<file path="config.mk">
export PLATFORM = sky130hd
export DESIGN_NAME = stack_ctrl_seq
export DESIGN_NICKNAME = d
export VERILOG_FILES = /design/src/rtl/stack_ctrl_pkg.sv /design/src/rtl/stack_ctrl_decode.sv /design/src/rtl/stack_ctrl_seq.sv
export SDC_FILE = /design/constraint.sdc
export NUM_CORES = 1
export LEC_CHECK = 0
export ABC_CLOCK_PERIOD_IN_PS = 1800
export BUFFER_PORTS_ARGS = -buffer_cell sky130_fd_sc_hd__buf_2
export CAP_MARGIN = 5
export CORE_MARGIN = 1.5
export CORE_UTILIZATION = 47
export DETAILED_ROUTE_END_ITERATION = 10
export HOLD_SLACK_MARGIN = 0.02
export MAX_ROUTING_LAYER = met4
export PLACE_DENSITY = 0.77
export SLEW_MARGIN = 0
export SYNTH_ARGS = -nofsm -noshare
export SYNTH_HDL_FRONTEND = slang
export SYNTH_SLANG_ARGS = --single-unit
</file>
<file path="constraint.sdc">
create_clock -name clk -period 1.8 [get_ports clk]
set_input_delay 0.18 -clock clk [delete_from_list [all_inputs] [get_ports clk]]
set_output_delay 0.18 -clock clk [all_outputs]
set_load 0.005 [all_outputs]
</file>
<file path="src/rtl/stack_ctrl_pkg.sv">
// Shared encodings for the expression-stack control sequencer and the datapath it drives.
// The datapath imports the same ESOp/pushSrc constants so both sides agree on the encoding.
package stack_ctrl_pkg;

   localparam logic [3:0] OP_NOP   = 4'h0;
   localparam logic [3:0] OP_PUSHI = 4'h1;
   localparam logic [3:0] OP_LOAD  = 4'h2;
   localparam logic [3:0] OP_STORE = 4'h3;
   localparam logic [3:0] OP_PUSHR = 4'h4;
   localparam logic [3:0] OP_POPR  = 4'h5;
   localparam logic [3:0] OP_HALT  = 4'hF;

   localparam logic [1:0] ES_NONE    = 2'd0;
   localparam logic [1:0] ES_PUSH    = 2'd1;
   localparam logic [1:0] ES_POP     = 2'd2;
   localparam logic [1:0] ES_REPLACE = 2'd3;

   localparam logic [1:0] PS_ZERO = 2'd0;
   localparam logic [1:0] PS_IMM  = 2'd1;
   localparam logic [1:0] PS_MEM  = 2'd2;
   localparam logic [1:0] PS_REG  = 2'd3;

   typedef enum logic [3:0] {
      ST_FETCH  = 4'd0,
      ST_DECODE = 4'd1,
      ST_WRREG  = 4'd2,
      ST_MEMRD  = 4'd3,
      ST_MEMWR  = 4'd4,
      ST_EXEC   = 4'd5,
      ST_SETTLE = 4'd6,
      ST_HALT   = 4'd7,
      ST_ERROR  = 4'd8
   } state_t;

endpackage

</file>
<file path="src/rtl/stack_ctrl_decode.sv">
// Combinational opcode decode: picks the state to branch to from DECODE, folding in
// opcode legality and the stack-depth preconditions so a trap never issues a strobe.
module stack_ctrl_decode
   import stack_ctrl_pkg::*;
#(
   parameter int STACK_DEPTH = 16,
   parameter int DEPTH_W     = 5
) (
   input  logic [3:0]         opcode,
   input  logic [DEPTH_W-1:0] depth,
   output state_t             branch_state
);

   // Branch target selection with precondition checks
   always_comb begin
      branch_state = ST_ERROR;
      case (opcode)
         OP_NOP:  branch_state = ST_FETCH;
         OP_HALT: branch_state = ST_HALT;
         OP_PUSHI, OP_PUSHR: begin
            if (depth < DEPTH_W'(STACK_DEPTH)) begin
               branch_state = ST_EXEC;
            end else begin
               branch_state = ST_ERROR;
            end
         end
         OP_POPR: begin
            if (depth >= DEPTH_W'(1)) begin
               branch_state = ST_WRREG;
            end else begin
               branch_state = ST_ERROR;
            end
         end
         OP_LOAD: begin
            if (depth >= DEPTH_W'(1)) begin
               branch_state = ST_MEMRD;
            end else begin
               branch_state = ST_ERROR;
            end
         end
         OP_STORE: begin
            if (depth >= DEPTH_W'(2)) begin
               branch_state = ST_MEMWR;
            end else begin
               branch_state = ST_ERROR;
            end
         end
         default: branch_state = ST_ERROR;
      endcase
   end

endmodule

</file>
<file path="src/rtl/stack_ctrl_seq.sv">
// Multi-cycle control sequencer for the expression-stack datapath. All outputs are
// Moore-decoded from state/IR/depth registers; HALT and ERROR are left only by reset.
module stack_ctrl_seq
   import stack_ctrl_pkg::*;
#(
   parameter int STACK_DEPTH = 16,
   parameter int DW          = 16
) (
   input  logic                               clk,
   input  logic                               reset,
   input  logic [DW-1:0]                      instr_in,
   input  logic                               instr_valid,
   output logic                               instr_ready,
   output logic [DW-1:0]                      push_in,
   output logic [1:0]                         pushSrc,
   output logic                               popNum,
   output logic [1:0]                         ESOp,
   output logic                               ESAct,
   output logic [1:0]                         regAddress,
   output logic                               regWrite,
   output logic                               wea,
   output logic                               busy,
   output logic                               halted,
   output logic                               error,
   output logic [$clog2(STACK_DEPTH+1)-1:0]   depth
);

   localparam int DEPTH_W = $clog2(STACK_DEPTH+1);

   state_t               state_q, state_d;
   logic [DW-1:0]        ir_q, ir_d;
   logic [DEPTH_W-1:0]   depth_q, depth_d;
   state_t               branch_state;
   logic [3:0]           opcode;

   assign opcode = ir_q[DW-1:DW-4];
   assign depth  = depth_q;

   stack_ctrl_decode #(
      .STACK_DEPTH (STACK_DEPTH),
      .DEPTH_W     (DEPTH_W)
   ) u_decode (
      .opcode       (opcode),
      .depth        (depth_q),
      .branch_state (branch_state)
   );

   // State, instruction and depth registers
   always_ff @(posedge clk or posedge reset) begin
      if (reset) begin
         state_q <= ST_FETCH;
         ir_q    <= {DW{1'b0}};
         depth_q <= {DEPTH_W{1'b0}};
      end else begin
         state_q <= state_d;
         ir_q    <= ir_d;
         depth_q <= depth_d;
      end
   end

   // Next-state and Moore output decode
   always_comb begin
      state_d     = state_q;
      ir_d        = ir_q;
      depth_d     = depth_q;
      instr_ready = 1'b0;
      push_in     = {DW{1'b0}};
      pushSrc     = PS_ZERO;
      popNum      = 1'b0;
      ESOp        = ES_NONE;
      ESAct       = 1'b0;
      regAddress  = 2'd0;
      regWrite    = 1'b0;
      wea         = 1'b0;
      busy        = 1'b1;
      halted      = 1'b0;
      error       = 1'b0;
      case (state_q)
         ST_FETCH: begin
            busy        = 1'b0;
            instr_ready = 1'b1;
            if (instr_valid) begin
               ir_d    = instr_in;
               state_d = ST_DECODE;
            end else begin
               state_d = ST_FETCH;
            end
         end
         ST_DECODE: state_d = branch_state;
         ST_WRREG: begin
            regWrite   = 1'b1;
            regAddress = ir_q[1:0];
            state_d    = ST_EXEC;
         end
         ST_MEMWR: begin
            wea     = 1'b1;
            state_d = ST_EXEC;
         end
         ST_MEMRD: state_d = ST_EXEC;
         ST_EXEC: begin
            state_d = ST_SETTLE;
            // Only legal, precondition-checked opcodes can reach EXEC
            case (opcode)
               OP_PUSHI: begin
                  ESAct   = 1'b1;
                  ESOp    = ES_PUSH;
                  pushSrc = PS_IMM;
                  push_in = {{(DW-12){ir_q[11]}}, ir_q[11:0]};
                  depth_d = depth_q + DEPTH_W'(1);
               end
               OP_PUSHR: begin
                  ESAct      = 1'b1;
                  ESOp       = ES_PUSH;
                  pushSrc    = PS_REG;
                  regAddress = ir_q[1:0];
                  depth_d    = depth_q + DEPTH_W'(1);
               end
               OP_LOAD: begin
                  ESAct   = 1'b1;
                  ESOp    = ES_REPLACE;
                  pushSrc = PS_MEM;
               end
               OP_POPR: begin
                  ESAct   = 1'b1;
                  ESOp    = ES_POP;
                  popNum  = 1'b0;
                  depth_d = depth_q - DEPTH_W'(1);
               end
               OP_STORE: begin
                  ESAct   = 1'b1;
                  ESOp    = ES_POP;
                  popNum  = 1'b1;
                  depth_d = depth_q - DEPTH_W'(2);
               end
               default: state_d = ST_ERROR;
            endcase
         end
         ST_SETTLE: state_d = ST_FETCH;
         ST_HALT: begin
            busy   = 1'b0;
            halted = 1'b1;
         end
         ST_ERROR: begin
            busy  = 1'b0;
            error = 1'b1;
         end
         default: begin
            busy    = 1'b0;
            state_d = ST_ERROR;
         end
      endcase
   end

endmodule

</file>
Word-level counts from Yosys, hierarchy flattened
Cells that the tools add are included.
- equal/unequal tests: 14
- $lt $le $gt $ge: 3
- add/subtract/negate cells: 3
- reduce and logical (&&, ||, !) cells: 11
- mux-type cells: 27
- operators with widths (operator ; count):
    $pmux W4 S6 ; 2
    $mux W16 ; 2
    $eq A4 B3 Y1 const B ; 6
    $mux W4 ; 5
    $eq A4 B2 Y1 const B ; 4
    $pmux W5 S3 ; 1
    $pmux W2 S3 ; 2
    $mux W1 ; 11
    $eq A4 B1 Y1 const B ; 2
    $eq A4 B4 Y1 const B ; 2
    $logic_not A4 Y1 ; 2
    $mux W2 ; 3
    $reduce_or A2 Y1 ; 3
    $reduce_or A6 Y1 ; 1
    $add A5 B1 Y5 const B ; 1
    $ge A5 B1 Y1 const B ; 1
    $ge A5 B2 Y1 const B ; 1
    $lt A5 B5 Y1 const B ; 1
    $reduce_or A5 Y1 ; 1
    $sub A5 B1 Y5 const B ; 1
    $sub A5 B2 Y5 const B ; 1
    $pmux W2 S2 ; 1
    $reduce_and A2 Y1 ; 2
    $reduce_bool A3 Y1 ; 1
    $reduce_or A3 Y1 ; 1
- bits in registers: 25
- logic and storage cells: 61
- bits of input ports: 19
- output and inout bits: 35

Longest topological paths before layout
- depth in word-level cells: 4
- mapped depth: 6

Modules after synthesis
From an unflattened synthesis, not the netlist that was laid out.
- cells, all modules: 184
- area, all modules: 1749.2 um^2
- by module, submodules not included (module ; area an instance (um^2) ; instances ; cells an instance ; sequential area each (um^2)):
    stack_ctrl_seq ; 1569.0 ; 1 ; 157 ; 625.6
    stack_ctrl_decode ; 180.2 ; 1 ; 27 ; 0.0

Worst setup path after synthesis
Ideal clock, no wire load.
- kind: flip-flop to flip-flop
- from: register depth_q[1], in the netlist depth[1]
- to: register state_q[0]
- required time: 1670 ps
- stages on the path, launching flop included: 7
- library setup time: 130 ps
- slack: -75 ps
- data arrival time: 1745 ps
- cell sequence: dfrtp_1 inv_1 ha_1 or3b_2 a221oi_1 o311a_1 o22ai_1
- longest elaborated chain between the ends: 4
- elaborated cells on any way between the ends: 6
- classes of those cells: order compare (2); mux (4)
- ends and longest elaborated chain (element ; line ; source):
    start: declaration ; stack_ctrl_seq.sv:32 ; logic [DEPTH_W-1:0] depth_q, depth_d;
    start signal: assignment ; stack_ctrl_seq.sv:53 ; depth_q <= {DEPTH_W{1'b0}};
    start signal: assignment ; stack_ctrl_seq.sv:57 ; depth_q <= depth_d;
    $ge A5 B1 Y1 or $lt A5 B5 Y1 (tied branches) ; stack_ctrl_decode.sv:35, stack_ctrl_decode.sv:21 ;
    $mux W4 (on tied branches) ; stack_ctrl_decode.sv:35, stack_ctrl_decode.sv:21 ;
    $pmux W4 S6 (*) ; stack_ctrl_decode.sv:17 ; case (opcode)
    $pmux W4 S6 (*) ; stack_ctrl_seq.sv:78 ; case (state_q)
    end signal: assignment ; stack_ctrl_seq.sv:55 ; state_q <= state_d;
    end: declaration ; stack_ctrl_seq.sv:30 ; state_t state_q, state_d;
Every way passes the cells marked *; elsewhere a longest branch is shown, timed or not.
A chain may end at the register's enable or synchronous reset.

Final worst setup path
- from: register state_q[3]
- to: output push_in[12]
- longest elaborated chain between the ends: 2
- ends and longest elaborated chain (element ; line ; source):
    $eq A4 B3 Y1 ; stack_ctrl_seq.sv:78 ;
    $mux W16 ; stack_ctrl_seq.sv:78 ;
    end: declaration ; stack_ctrl_seq.sv:14 ; output logic [DW-1:0] push_in,
No other way between the ends.

==> flow_metrics.py <==
metrics = {
    "synth": {
        "synthTopCellsByArea": "dfrtp_1, mux2_2, and2_1, ha_1, nor3_1",
        "synth_top_family_by_area": "simple AND/OR/NAND/NOR gates",
        "yosys.area.top_type_share_pct": 34.84,
        "ys_types": 53,
        "synth_xor_area_share_pct": 3.415,
        "synth_edf_count": 0,
        "synth_area_sq_um": 1795,
        "yosysSeqAreaShare_pct": 34.84,
        "synth_cells": 193,
        "yosys.area_share.simple_pct": 27.32,
        "synth_flop_cell": "dfrtp_1",
        "synth_compound_area_share_pct": 13.24,
        "synthAdderAreaFrac_pct": 4.878,
        "muxShareOfSynthArea_pct": 10.03,
        "syn-num-nets": 219,
        "synth.ff_latch_count": 25,
        "yosysTopAreaCell": "dfrtp_1",
        "avgSynthCellArea_sq_um": 9.303,
        "async_reset_ff_share_pct": 100.0,
        "yosys_warnings": 0,
    },
    "critical_path": {
        "rrSetupSlack_ns": -0.07,
        "crit_required_ns": 1.62,
        "endpoint_kind": "primary output",
        "path_max_fanout": 6,
        "cpMaxStageDelayCell": "dfrtp_1",
        "path_cells": "nand4bb_4 -> nor4b_4 -> buf_4 -> and2_4 -> buf_2",
        "critical_path.top_delay_family": "simple AND/OR/NAND/NOR gates",
        "path_class": "flip-flop to primary output",
        "cp.arrival_ns": 1.69,
        "critPathBufInv": 2,
        "start_kind": "flip-flop",
        "slowest_delay_ns": 0.39,
    },
    "timing": {
        "tightestPinTransition_ns": 0.4266,
        "clock_skew_ns": 0.004943,
        "period_share_pct": 104.0,
        "slew_headroom_pct": 70.82,
        "min_period_ns": 1.873,
        "rsz0062_at_grt": "yes",
        "slew_viol_final": 0,
        "finalSetupViolCount": 20,
        "tns_ns": -0.9606,
        "max_freq_mhz": 534.0,
        "hold_viol_final": 0,
        "setup_ws_ns": -0.07280,
    },
    "global_route": {
        "antenna_found_initial": 0,
        "grt_max_degree": 26,
        "first_global_vias": 1599,
        "grt_pass1_wl_um": 7238,
        "grt_remaining_overflow": 0,
        "groute.usage.overall_pct": 22.68,
    },
    "place": {
        "port_buffers": 53,
        "place_inst": 304,
        "dp_hpwl_um": 3257,
        "place_ws_ns": 0.04144,
        "place.gp.congestion": 0.9293,
    },
    "clock_network": {
        "clkLatencyLatePin_ns": 0.27,
        "cts.sinks": 25,
        "path_clk_slew_ns": 0.10,
        "htreeDepth": 1,
        "cts_made_buffers": 3,
        "cts_buffer_depth": 2,
        "cts_tree": "yes",
        "root_buffer": "clkbuf_8",
    },
    "min_path": {
        "hold_class": "input pin to flip-flop",
    },
    "die": {
        "ios": 54,
        "rows": 22,
        "fp.dieArea_sq_um": 4200,
        "die_h_um": 64.81,
        "die_w_um": 64.81,
        "start_util_pct": 49.04,
        "core_area_sq_um": 3661,
    },
    "cells_and_area": {
        "n_fill_cell": 299,
        "area_growth_pct": 38.54,
        "regArea_sq_um": 631.9,
        "layout.nets": 295,
        "drive_above_1_share_pct": 50.00,
        "multiInputGateArea_sq_um": 1144,
        "layout_commonest_cell": "buf_2",
        "diodes": 0,
        "final_cell_mix": "buf_2, buf_4, dfrtp_1, nor2_1, nor3_1",
        "final_cells": 316,
    },
    "run_status": {
        "failed_checks": "negative setup slack",
        "outcome": "finished with violations",
    },
    "route": {
        "drt_iter0_drc": 110,
        "ant_nets": 0,
        "vias_per_cell": 5.532,
        "wl_per_cell_um": 14.85,
        "first_pass_iters": 4,
        "drc": 0,
        "totalWireLength_um": 4694,
        "num_vias": 1748,
    },
    "power": {
        "p_leak_uw": 0.001168,
        "power_density_nw_per_um2": 1159,
        "ir_drop_v": 0.0006155,
    },
    "run": {
        "cap_viol_max_count": 0,
    },
}
==> cell type report <==
type                    instances  area share [%]
clock buffers                   3           1.660
inverters                       7           1.056
multi-input cells             143           45.98
clock inverters                 1          0.3018
repair buffers                 89           23.19
flip-flops and latches         25           25.40
well taps                      48           2.414
==> cell usage after synthesis, types with 2 or more instances <==
cell / n
mux2_1: 4
or3_1: 2
a21oi_1: 9
nand4bb_1: 2
clkbuf_1: 10
xnor2_1: 5
nand2_1: 6
a2111oi_0: 2
nor3_1: 13
buf_4: 4
nand3b_1: 3
dfrtp_1: 25
buf_2: 3
o22ai_1: 3
a22oi_1: 2
inv_1: 7
and3_1: 4
nor4_1: 2
xor2_1: 2
nand3_1: 3
ha_1: 7
and2_1: 15
o21ai_0: 2
or3b_2: 3
mux2_2: 12
nor2_1: 16
==> worst register-to-register path: cells and delay by family, from the launching register on <==
| kind | cells | cell delay (ns) |
|---|---|---|
| compound gates | 1 | 0.09 |
| buf+inv | 1 | 0.14 |
| flops | 1 | 0.43 |
| simple gates | 3 | 1.12 |
==> worst paths after layout <==
| check | from | end | cells past startpoint |
|---|---|---|---|
| worst max-delay path | state_q[3] | push_in[12] | 5 |
| worst min-delay path | instr_in[1] | ir_q[1] | 2 |
| worst max register to register | ir_q[13] | depth[2] | 5 |
| worst min register to register | ir_q[10] | ir_q[10] | 1 |
| max in group asynchronous | reset | ir_q[12] | 4 |
| min in group asynchronous | reset | depth[0] | 4 |
==> timing repair <==
action                                  4_1_cts  5_1_grt
hold endpoints to repair                     25        0
buffers inserted                              1        5
resized for setup                             9       20
endpoints found under the setup margin       20       27
hold buffers                                  1        0
cloned                                        1        0
pin swaps                                     3       11
==> sequential cells by signal (all words and copies together), names as in the netlist <==
name,cells
state_q,4
depth,5
ir_q,16
==> kinds of logic after synthesis <==
family | count (synthesis)
buffers and inverters | 25
adders and majority gates | 7
xor gates and xnor gates | 7
AOI/OAI and AO/OA | 33
DFF | 25
muxes | 16
and+or+nand+nor | 80
==> report_power, final <==
part | internal (uW) | switching (uW) | leakage, uW
clock | 157 | 193 | 0.0000217
sequential | 774 | 166 | 0.000303
combinational | 846 | 746 | 0.000843
==> per-stage QoR <==
step	power, uW	instance area (sq um)	utilization, %	hold slack, ns
finish	2882	2487	67.94	0.1160
detailed placement	2301	2257	61.65	0.2508
global route	3077	2487	67.94	0.1161
floorplan	1834	1814	-	0.2072
CTS	2708	2359	64.42	0.1164
global placement	2263	2257	61.65	0.2501
==> per-layer routing <==
metal  GRT usage [%]  vias to the layer above  routed length [um]
li1                -                      849                   -
met1           28.56                      836                2100
met2           39.05                       61                2371
met3           1.910                        2                 198
met4           6.649                        0                  24
met5               -                        -                   0
(Power assumes the default switching activity.)
